### config.mk
export PLATFORM = sky130hd
export DESIGN_NAME = hazard_ctrl
export DESIGN_NICKNAME = d
export VERILOG_FILES = /design/src/rtl/hazard_ctrl_pkg.sv /design/src/rtl/hazard_ctrl_wait_timer.sv /design/src/rtl/hazard_ctrl.sv
export SDC_FILE = /design/constraint.sdc
export NUM_CORES = 1
export LEC_CHECK = 0
export ABC_CLOCK_PERIOD_IN_PS = 1300
export CORE_MARGIN = 10
export CORE_UTILIZATION = 33
export DETAILED_ROUTE_END_ITERATION = 6
export GPL_TIMING_DRIVEN = 0
export PLACE_DENSITY = 0.72
export SYNTH_ARGS = -nofsm -noshare
export SYNTH_HDL_FRONTEND = slang
export SYNTH_SLANG_ARGS = --single-unit
### constraint.sdc
create_clock -name clk -period 1.3 [get_ports clk]
set_input_delay 0.26 -clock clk [delete_from_list [all_inputs] [get_ports clk]]
set_output_delay 0.26 -clock clk [all_outputs]
set_load 0.01 [all_outputs]
### src/rtl/hazard_ctrl_pkg.sv
// Shared CPU package: hazard-controller FSM states and the default memory timeout.
package hazard_ctrl_pkg;

  typedef enum logic [1:0] {
    ST_RUN     = 2'd0,
    ST_MEMWAIT = 2'd1,
    ST_HALT    = 2'd2
  } hc_state_e;

  localparam int MEM_TIMEOUT_DEF = 16;

endpackage

### src/rtl/hazard_ctrl_wait_timer.sv
// Memory-wait cycle counter. Saturates at MEM_TIMEOUT-1 and flags the last cycle
// before the timeout so the controller can fault on that same edge.
module hazard_ctrl_wait_timer
  import hazard_ctrl_pkg::*;
#(
  parameter int MEM_TIMEOUT = MEM_TIMEOUT_DEF
) (
  input  logic clk,
  input  logic reset,
  input  logic clear,
  input  logic inc,
  output logic at_last
);

  localparam int CW = (MEM_TIMEOUT > 2) ? $clog2(MEM_TIMEOUT) : 1;
  localparam logic [CW-1:0] LAST = CW'(MEM_TIMEOUT - 1);
  localparam logic [CW-1:0] PRE  = CW'(MEM_TIMEOUT - 2);

  logic [CW-1:0] cnt_q;

  always_ff @(posedge clk) begin
    if (!reset || clear) begin
      cnt_q <= '0;
    end else if (inc && cnt_q != LAST) begin
      cnt_q <= cnt_q + 1'b1;
    end
  end

  // The increment on this cycle would reach MEM_TIMEOUT-1.
  assign at_last = (cnt_q == PRE);

endmodule

### src/rtl/hazard_ctrl.sv
// Pipeline hazard controller: load-use stalls, branch flushes, memory wait with
// timeout, and HALT. Optional stall counter enabled by `define HAZARD_CTRL_PERF_EN.
module hazard_ctrl
  import hazard_ctrl_pkg::*;
#(
  parameter int MEM_TIMEOUT = MEM_TIMEOUT_DEF,
  parameter int CNT_W       = 16
) (
  input  logic             clk,
  input  logic             reset,
  input  logic [2:0]       rs_id,
  input  logic [2:0]       rt_id,
  input  logic             uses_rs_id,
  input  logic             uses_rt_id,
  input  logic [2:0]       regwrite_adr_ex,
  input  logic             regwrite_ex,
  input  logic             load_ex,
  input  logic             branch_taken_ex,
  input  logic             halt_id,
  input  logic             mem_req_ex,
  input  logic             mem_ready,
  input  logic             restart,
  output logic             pc_en,
  output logic             ifid_en,
  output logic             idex_en,
  output logic             exmem_en,
  output logic             ifid_flush,
  output logic             idex_flush,
  output logic             halted,
`ifdef HAZARD_CTRL_PERF_EN
  output logic [CNT_W-1:0] stall_cnt,
`endif
  output logic             mem_err
);

  hc_state_e state_q, state_d;
  logic      load_use;
  logic      timer_clear, timer_inc, timer_last;
  logic      err_set, err_clr;

  assign load_use = load_ex && regwrite_ex &&
                    ((uses_rs_id && rs_id == regwrite_adr_ex) ||
                     (uses_rt_id && rt_id == regwrite_adr_ex));

  hazard_ctrl_wait_timer #(.MEM_TIMEOUT(MEM_TIMEOUT)) wait_timer (
    .clk     (clk),
    .reset   (reset),
    .clear   (timer_clear),
    .inc     (timer_inc),
    .at_last (timer_last)
  );

  always_ff @(posedge clk) begin
    if (!reset) begin
      state_q <= ST_RUN;
      mem_err <= 1'b0;
    end else begin
      state_q <= state_d;
      if (err_clr)      mem_err <= 1'b0;
      else if (err_set) mem_err <= 1'b1;
    end
  end

  always_comb begin
    state_d     = state_q;
    pc_en       = 1'b1;
    ifid_en     = 1'b1;
    idex_en     = 1'b1;
    exmem_en    = 1'b1;
    ifid_flush  = 1'b0;
    idex_flush  = 1'b0;
    timer_clear = 1'b1;
    timer_inc   = 1'b0;
    err_set     = 1'b0;
    err_clr     = 1'b0;
    case (state_q)
      ST_RUN: begin
        // A taken branch outranks the hazard and halt: the ID instruction is wrong-path.
        if (mem_req_ex && !mem_ready) begin
          {pc_en, ifid_en, idex_en, exmem_en} = 4'b0000;
          state_d = ST_MEMWAIT;
        end else if (branch_taken_ex) begin
          ifid_flush = 1'b1;
          idex_flush = 1'b1;
        end else if (load_use) begin
          {pc_en, ifid_en} = 2'b00;
          idex_flush = 1'b1;
        end else if (halt_id) begin
          {pc_en, ifid_en} = 2'b00;
          idex_flush = 1'b1;
          state_d = ST_HALT;
        end
      end
      ST_MEMWAIT: begin
        if (mem_ready) begin
          state_d = ST_RUN;
        end else begin
          {pc_en, ifid_en, idex_en, exmem_en} = 4'b0000;
          timer_clear = 1'b0;
          timer_inc   = 1'b1;
          if (timer_last) begin
            err_set = 1'b1;
            state_d = ST_HALT;
          end
        end
      end
      ST_HALT: begin
        {pc_en, ifid_en, idex_en, exmem_en} = 4'b0000;
        if (restart) begin
          err_clr = 1'b1;
          state_d = ST_RUN;
        end
      end
      default: state_d = ST_RUN;
    endcase
    if (!reset) begin
      {pc_en, ifid_en, idex_en, exmem_en} = 4'b1111;
      ifid_flush = 1'b1;
      idex_flush = 1'b1;
    end
  end

  assign halted = reset && (state_q == ST_HALT);

`ifdef HAZARD_CTRL_PERF_EN
  always_ff @(posedge clk) begin
    if (!reset) begin
      stall_cnt <= '0;
    end else if (!pc_en && stall_cnt != '1) begin
      stall_cnt <= stall_cnt + 1'b1;
    end
  end
`else
  logic unused_cnt_w;
  assign unused_cnt_w = (CNT_W > 0);
`endif

endmodule

======== Word-level counts from Yosys, hierarchy flattened ========
Index checks and enable logic that the tools add are counted.
operators by class
  order comparisons ....................... 0
  $add $sub $neg .......................... 1
  muxes and demuxes ....................... 36
  equality and inequality tests ........... 11
  div/mod/pow operators ................... 0
  reduce and logical (&&, ||, !) cells .... 14
  bitwise gates (word level) .............. 1
  shift operators ......................... 0
  multipliers ............................. 0
operators with widths
  kind                                            number
  2-to-1 mux 1 bit                                26
  2-to-1 mux 2 bit                                7
  != test 3 bit (second input constant)           4
  logical AND 1 bit                               7
  == test 3 bit                                   2
  case mux 1 bit (3 select lines)                 2
  case mux 2 bit (3 select lines)                 1
  AND reduction 5 bit                             1
  adder 4 x 1 -> 4 bit (second input constant)    1
  == test 4 bit (second input constant)           1
  != test 4 bit (second input constant)           1
  == test 2 x 1 -> 1 bit (second input constant)  1
  == test 2 bit (second input constant)           1
  logical NOT 1 bit                               2
  logical NOT 2 bit                               1
  logical OR 1 bit                                2
  != test 2 bit (second input constant)           1
  OR reduction 2 bit                              1
  inverter 1 bit                                  1
word-level totals
  output and inout port bits .............. 8
  bits of input ports ..................... 20
  memory bits (read-only) ................. 0
  memory bits (writable) .................. 0
  memories kept ........................... 0
  bits in latches ......................... 0
  register bits ........................... 7

======== Logic depth before layout (Yosys ltp) ========
Gate-level depths: netlist (run 1).
  depth after elaboration ................. 9
  mapped depth ............................ 6

======== Modules after synthesis ========
Synthesis (run 1) repeated with hierarchy kept, for this count alone.
unflattened totals
  cells, all modules ...................... 69
  area total of the unflattened synthesis .. 576.8 µm²
modules (own cells, without submodules)
  module                  cells each  area each (µm²)  sequential area each (µm²)  times used
  hazard_ctrl             46          365.4            60.1                        1
  hazard_ctrl_wait_timer  23          211.5            80.1                        1

======== Least setup slack after synthesis (run 1) ========
No wires, ideal clock.
  path type ............................... flip-flop to output port
  from .................................... reg state_q[0]
  to ...................................... out pc_en
  stages on the path, launching flop included .. 6
  arrival ................................. 1.217 ns
  required time ........................... 1.040 ns
  slack ................................... -0.177 ns
  path through ............................ dfxtp_1 buf_6 nor3_1 o21ai_0 a21oi_1 buf_4
on the way
  word-level cells in the longest chain between the ends .. 3
  elaborated cells on any way between the ends .. 5
ends and longest elaborated chain
  what                                   RTL line           text
  start: declaration                     hazard_ctrl.sv:36  hc_state_e state_q, state_d;
  start signal: assignment               hazard_ctrl.sv:58  state_q <= state_d;
  == test 2 bit (tied with other cells)  n/a
  case mux 1 bit (3 select lines) *      n/a
  2-to-1 mux 1 bit *                     n/a
  end: declaration                       hazard_ctrl.sv:23  output logic pc_en,
Mark *: on every way between the ends. The rest lies on a longest branch, timed or not.

======== Worst setup path after layout (run 1) ========
  from .................................... reg state_q[0]
  to ...................................... out pc_en
on the way
  word-level cells in the longest chain between the ends .. 3
  elaborated cells on any way between the ends .. 5
ends and longest elaborated chain
  what                                   RTL line            text
  == test 2 bit (tied with other cells)  hazard_ctrl.sv:76   case (state_q)
  case mux 1 bit (3 select lines) *      hazard_ctrl.sv:76
  2-to-1 mux 1 bit *                     hazard_ctrl.sv:116  if (!reset) begin
Marked as above.

==> results of run 1 <==
[routing by layer]
layer / share of wire [%] / vias up / routed length (um)
li1: - / 327 / -
met1: 38 / 285 / 703
met2: 55 / 11 / 1020
met3: 4.6 / 4 / 85
met4: 3.2 / 0 / 59
met5: 0 / - / 0
[how the worst max path moves through the flow]
stage	slack, ns	cells after the start	from	end
CTS	-0.42	7	state_q[1]$_SDFFE_PN0P_	pc_en
floorplan	-0.04	4	state_q[1]$_SDFFE_PN0P_	idex_flush
detailed placement	-0.94	6	mem_req_ex	idex_flush
global route	-0.50	8	state_q[0]$_SDFFE_PN0P_	pc_en
finish	-0.39	8	state_q[0]$_SDFFE_PN0P_	pc_en
global placement	-0.94	6	mem_req_ex	idex_flush
[state kept, by name, indices dropped and copies added (netlist names)]
register	count
wait_timer.cnt_q	4
state_q	2
mem_err	1
[placed cells by master, fill, tap and decap left out, types with 5 or more instances in the layout]
cell,netlist,final
buf_6,2,9
dlygate4sd2_1,0,8
clkdlybuf4s50_1,0,10
nor2_1,7,6
xnor2_1,7,7
buf_4,2,12
buf_2,0,5
[where the power goes]
part / total (mW) / internal [mW] / switching, mW
combinational: 0.304 / 0.179 / 0.125
sequential: 0.230 / 0.220 / 0.00994
clock: 0.198 / 0.117 / 0.0809
total: 0.732 / 0.517 / 0.215
[worst max-delay path, cell delays in order, from the launching register on]
cell     delay [ns]
dfxtp_2        0.35
buf_6          0.14
o21ai_4        0.07
buf_6          0.11
nand4_1        0.09
o21ai_2        0.07
a21oi_2        0.12
buf_4          0.12
buf_6          0.09
[cell type report]
type	count	area (sq um)	area share (%)
Buffer	3	30.0	2.87
Clock buffer	4	26.3	2.51
Inverter	2	10.0	0.956
Multi-Input combinational cell	52	454	43.4
Sequential cell	7	150	14.3
Tap cell	16	20.0	1.91
Timing Repair Buffer	41	357	34.1
[metrics by stage]
stage	utilization (%)	cell area, sq um	worst slack, ns
after floorplan	-	571	-0.0369
after global placement	57.1	861	-0.940
after detailed placement	57.1	861	-0.939
after CTS	63.7	960	-0.421
after global routing	69.5	1050	-0.504
final	69.5	1050	-0.388
[logic make-up after synthesis]
| family | Yosys count | synth area share (%) |
|---|---|---|
| AO/OA/AOI/OAI | 13 | 18.6 |
| XOR/XNOR | 7 | 11.7 |
| adder cells (fa/ha/maj) | 2 | 4.77 |
| buffers and inverters | 6 | 8.59 |
| flip-flops | 7 | 26.7 |
| AND/OR/NAND/NOR | 30 | 29.6 |
[what timing repair did]
action,CTS,global route
pin swaps,10,7
cloned,0,0
setup buffers,10,5
endpoints found under the setup margin,9,14
endpoints found under the hold margin,0,0
gates resized for setup,55,17
==> out/metrics.yaml, run 1 <==
route:
  vias: 627
  dr.first_iter.drc_count: 10
  post_drt_wl_per_cell_um: 14.9
  ant_nets: 0
  wirelength_mm: 1.87
  drt_pre_antenna_iters: 4
  drc_errors: 0
  via_per_inst: 5.02
placement:
  io_buffer_count: 27
  placed_cells: 108
  gp_congestion: 0.807
  hpwl_mm: 1.35
global_routing:
  use_met3_pct: 4.03
  grt_pass1_wl_mm: 3.01
  grt-busiest-layer: "met2"
  grt_util_all_layers_pct: 10.8
  grt_pass1_vias: 636
  antenna_found_initial: 0
  use_met2_pct: 19.0
  grt_max_degree: 8
  met1_usage_pct: 11.7
  overflow: 0
timing:
  max_freq_mhz: 592
  finalCriticalPeriod_ns: 1.69
  hold_slack_ns: 0.467
  worst_slew_pin_slew_ns: 0.555
  slew_violations: 0
  layout_setup_ws_ns: -0.388
  skew_ns: 0.00324
  hold_violations: 0
  slew_headroom_pct: 62.0
  rsz0062_at_grt: "true"
  fin_crit_sh_pct: 130
  setup_violations: 11
  finalSetupTns_ns: -2.10
synthesis:
  yosys-top-cells-area: "dfxtp_1, xnor2_1, nor2_1, ha_1, buf_6"
  syn_area_sq_um: 524
  syn_inst: 65
  syn_area_per_cell_sq_um: 8.07
  synth-seq-cells: 7
  yosys_warnings: 0
  async_flop_share_pct: 0
  synth-edff-count: 0
  netlist.top_cell.by_area: "dfxtp_1"
  synthesis.nets: 87
  synth_commonest_cells: "dfxtp_1, nor2_1, xnor2_1, nand2_1, nor3_1"
  yosys.area.top_type_share_pct: 26.7
  yosysSeqAreaShare_pct: 26.7
  synth_flop_cell: "dfxtp_1"
  synth_cell_types: 28
pwr:
  finalPower_mw: 0.732
  peakVddDrop_uv: 496
  power.density_nw_per_um2: 699
  p_leak_nw: 0.440
clocking:
  cts_tree: "built"
  cts_sinks: 7
  cts_hold_buf: 0
  clk_pin_slew_ns: 0.05
  htree_levels: 1
  clk_latency_ns: 0.26
  numCtsBuffers: 3
  cts_buffer_depth: 2
  cts-root-buf: "clkbuf_4"
setup_path:
  rrSetupSlack_ns: -0.05
  timing.rr.start: "state_q[1]$_SDFFE_PN0P_"
  startpoint_type: "flip-flop"
  endpoint_kind: "output pin"
  reg2reg_depth: 5
  required_ns: 1.04
  crit_arrival_ns: 1.43
  worstPathMaxFanout: 5
  r2r_end: "wait_timer.cnt_q[2]$_SDFFE_PP0P_"
  critPathKind: "reg2out"
die:
  pin_count: 28
  row_count: 14
  chipWidth_um: 59.9
  core_sq_um: 1510
  start_util_pct: 34.8
  fp.dieH_um: 59.9
  dieArea_sq_um: 3580
run:
  max-cap-violations: 0
outcome:
  status: "complete, but fails checks"
  violations: "negative setup slack"
cells_and_area:
  fin_nets: 132
  num_antenna_cells: 0
  filler_cell_count: 125
  fin_cells: 125
  drive_gt1_share_pct: 48.6
  syn_to_final_growth_pct: 99.8
min_path:
  worst_hold_path_type: "in2reg"
  min_to: "state_q[0]$_SDFFE_PN0P_"
  min_delay_path_depth: 3
  holdCritStartpoint: "mem_ready"
Power figures use the tool's default switching activity.
==> run 2: changes to the inputs <==
--- a/config.mk
+++ b/config.mk
@@ -5,12 +5,13 @@
 export SDC_FILE = /design/constraint.sdc
 export NUM_CORES = 1
 export LEC_CHECK = 0
-export ABC_CLOCK_PERIOD_IN_PS = 1300
+export ABC_CLOCK_PERIOD_IN_PS = 2090
 export CORE_MARGIN = 10
-export CORE_UTILIZATION = 33
+export CORE_UTILIZATION = 40
 export DETAILED_ROUTE_END_ITERATION = 6
 export GPL_TIMING_DRIVEN = 0
-export PLACE_DENSITY = 0.72
+export PLACE_DENSITY = 0.82
+export SLEW_MARGIN = 30
 export SYNTH_ARGS = -nofsm -noshare
 export SYNTH_HDL_FRONTEND = slang
 export SYNTH_SLANG_ARGS = --single-unit
==> constraint.sdc (replaced) <==
create_clock -name clk -period 2.09 [get_ports clk]
set_input_delay 0.418 -clock clk [delete_from_list [all_inputs] [get_ports clk]]
set_output_delay 0.418 -clock clk [all_outputs]
set_load 0.01 [all_outputs]
==> out/metrics.yaml, run 2 (synthesis results as in run 1) <==
die:
  row_count: 12
  core_sq_um: 1170
  chipWidth_um: 56.2
  dieArea_sq_um: 3160
  fp.dieH_um: 56.2
  pin_count: 28
  start_util_pct: 44.8
timing:
  setup_violations: 0
  skew_ns: 0.000557
  fin_crit_sh_pct: 96.6
  worst_slew_pin_slew_ns: 0.393
  max_freq_mhz: 496
  slew_headroom_pct: 73.1
  finalSetupTns_ns: 0
  finalCriticalPeriod_ns: 2.02
  hold_violations: 0
  slew_violations: 0
cells_and_area:
  reg_top3: "wait_timer.cnt_q: 4 flops, state_q: 2 flops, mem_err: 1 flops"
  final_cell_area_sq_um: 885
  drive_gt1_share_pct: 24.7
  regMostFlops: "wait_timer.cnt_q"
  syn_to_final_growth_pct: 68.7
  layout_common_cells: "clkdlybuf4s50_1, nor2_1, dfxtp_1"
  filler_cell_count: 94
  multiInputGateArea_sq_um: 389
  seq_area_sq_um: 140
  num_antenna_cells: 0
  largest_reg_flops: 4
  fin_nets: 120
  final_common_cell: "clkdlybuf4s50_1"
  fin_cells: 111
global_routing:
  antenna_found_initial: 0
  overflow: 0
  grt_pass1_wl_mm: 2.77
  grt_pass1_vias: 590
  grt_max_degree: 11
  grt_util_all_layers_pct: 10.7
pwr:
  peakVddDrop_uv: 361
  p_leak_nw: 0.385
  seqPwrFrac_pct: 34.2
  power.density_nw_per_um2: 463
  p_comb_share_pct: 37.0
  p_int_mw: 0.295
  p_sw_share_pct: 27.9
  p_switching_mw: 0.114
  p_clk_share_pct: 28.8
setup_path:
  critPathKind: "in2out"
  endpoint_kind: "output pin"
  required_ns: 1.67
  startpoint_type: "primary input"
  crit_arrival_ns: 1.60
  worstPathMaxFanout: 4
placement:
  hpwl_mm: 1.37
  gp_congestion: 0.769
  placed_area_sq_um: 812
  io_buffer_count: 27
  placed_cells: 106
clocking:
  htree_levels: 1
  cts_buffer_depth: 2
  numCtsBuffers: 3
  cts-root-buf: "clkbuf_4"
  cts_tree: "built"
  clk_latency_ns: 0.24
  cts_sinks: 7
  cts_hold_buf: 0
  clk_pin_slew_ns: 0.05
run:
  max-cap-violations: 0
route:
  post_drt_wl_per_cell_um: 15.5
  dr.first_iter.drc_count: 9
  ant_nets: 0
  drc_errors: 0
  wirelength_mm: 1.72
  drt_pre_antenna_iters: 4
  via_per_inst: 5.40
  vias: 599
min_path:
  worst_hold_path_type: "reg2reg"
outcome:
  status: "complete, no violations"
-- run 2: power by group through the flow --
| stage | Combinational, mW | Sequential (mW) | Clock (mW) |
|---|---|---|---|
| 5_1_grt | 0.164 | 0.140 | 0.129 |
| 6_report | 0.151 | 0.140 | 0.118 |
| 4_1_cts | 0.141 | 0.140 | 0.122 |
| 2_1_floorplan | 0.0669 | 0.142 | 0 |
| 3_5_place_dp | 0.144 | 0.142 | 0 |
| 3_3_place_gp | 0.142 | 0.142 | 0 |
-- run 2: layout make-up --
| type | instances | share of cell area [%] |
|---|---|---|
| clock buffer | 4 | 2.97 |
| timing repair buffer | 28 | 30.1 |
| multi-input combinational | 52 | 44.0 |
| sequential | 7 | 15.8 |
| tap | 14 | 1.98 |
| inverter | 2 | 0.849 |
| buffer | 4 | 4.24 |
-- run 2: path summary, 6_finish.rpt --
path / from / end / slack [ns] / depth (start not counted)
worst max register to register: wait_timer.cnt_q[1]$_SDFFE_PP0P_ / state_q[1]$_SDFFE_PN0P_ / 0.62 / 5
worst min-delay path: mem_err$_SDFFE_PP0P_ / mem_err$_SDFFE_PP0P_ / 0.50 / 2
worst min register to register: mem_err$_SDFFE_PP0P_ / mem_err$_SDFFE_PP0P_ / 0.50 / 2
worst max-delay path: mem_ready / idex_flush / 0.07 / 7
-- run 2: what timing repair did --
action	CTS	global route
gates cloned	0	0
resized for setup	22	14
setup endpoints to repair	7	4
setup buffers	1	0
endpoints found under the hold margin	0	0
pin swaps	3	5
-- run 2: per-layer routing --
layer / up-vias / GRT usage, % / wire length, um
li1: 299 / - / -
met1: 283 / 10.5 / 609
met2: 15 / 20.0 / 1010
met3: 2 / 5.01 / 87
met4: 0 / 1.71 / 10
met5: - / 0 / 0
-- run 2: stage by stage --
stage	utilization, %	power (mW)	hold WS (ns)	setup slack, ns
global placement	69.3	0.284	0.476	-0.551
finish	75.5	0.409	0.505	0.0720
detailed placement	69.3	0.286	0.494	-0.586
global route	75.5	0.433	0.544	-0.00778
floorplan	-	0.209	0.503	0.368
CTS	72.0	0.402	0.519	-0.123
-- run 2: critical path, cell delays in order --
cell and delay, ns:
dlygate4sd2_1 0.29, nor2b_4 0.21, nor3_4 0.08, buf_4 0.13, a21oi_1 0.12, a21bo_2 0.22, buf_2 0.14
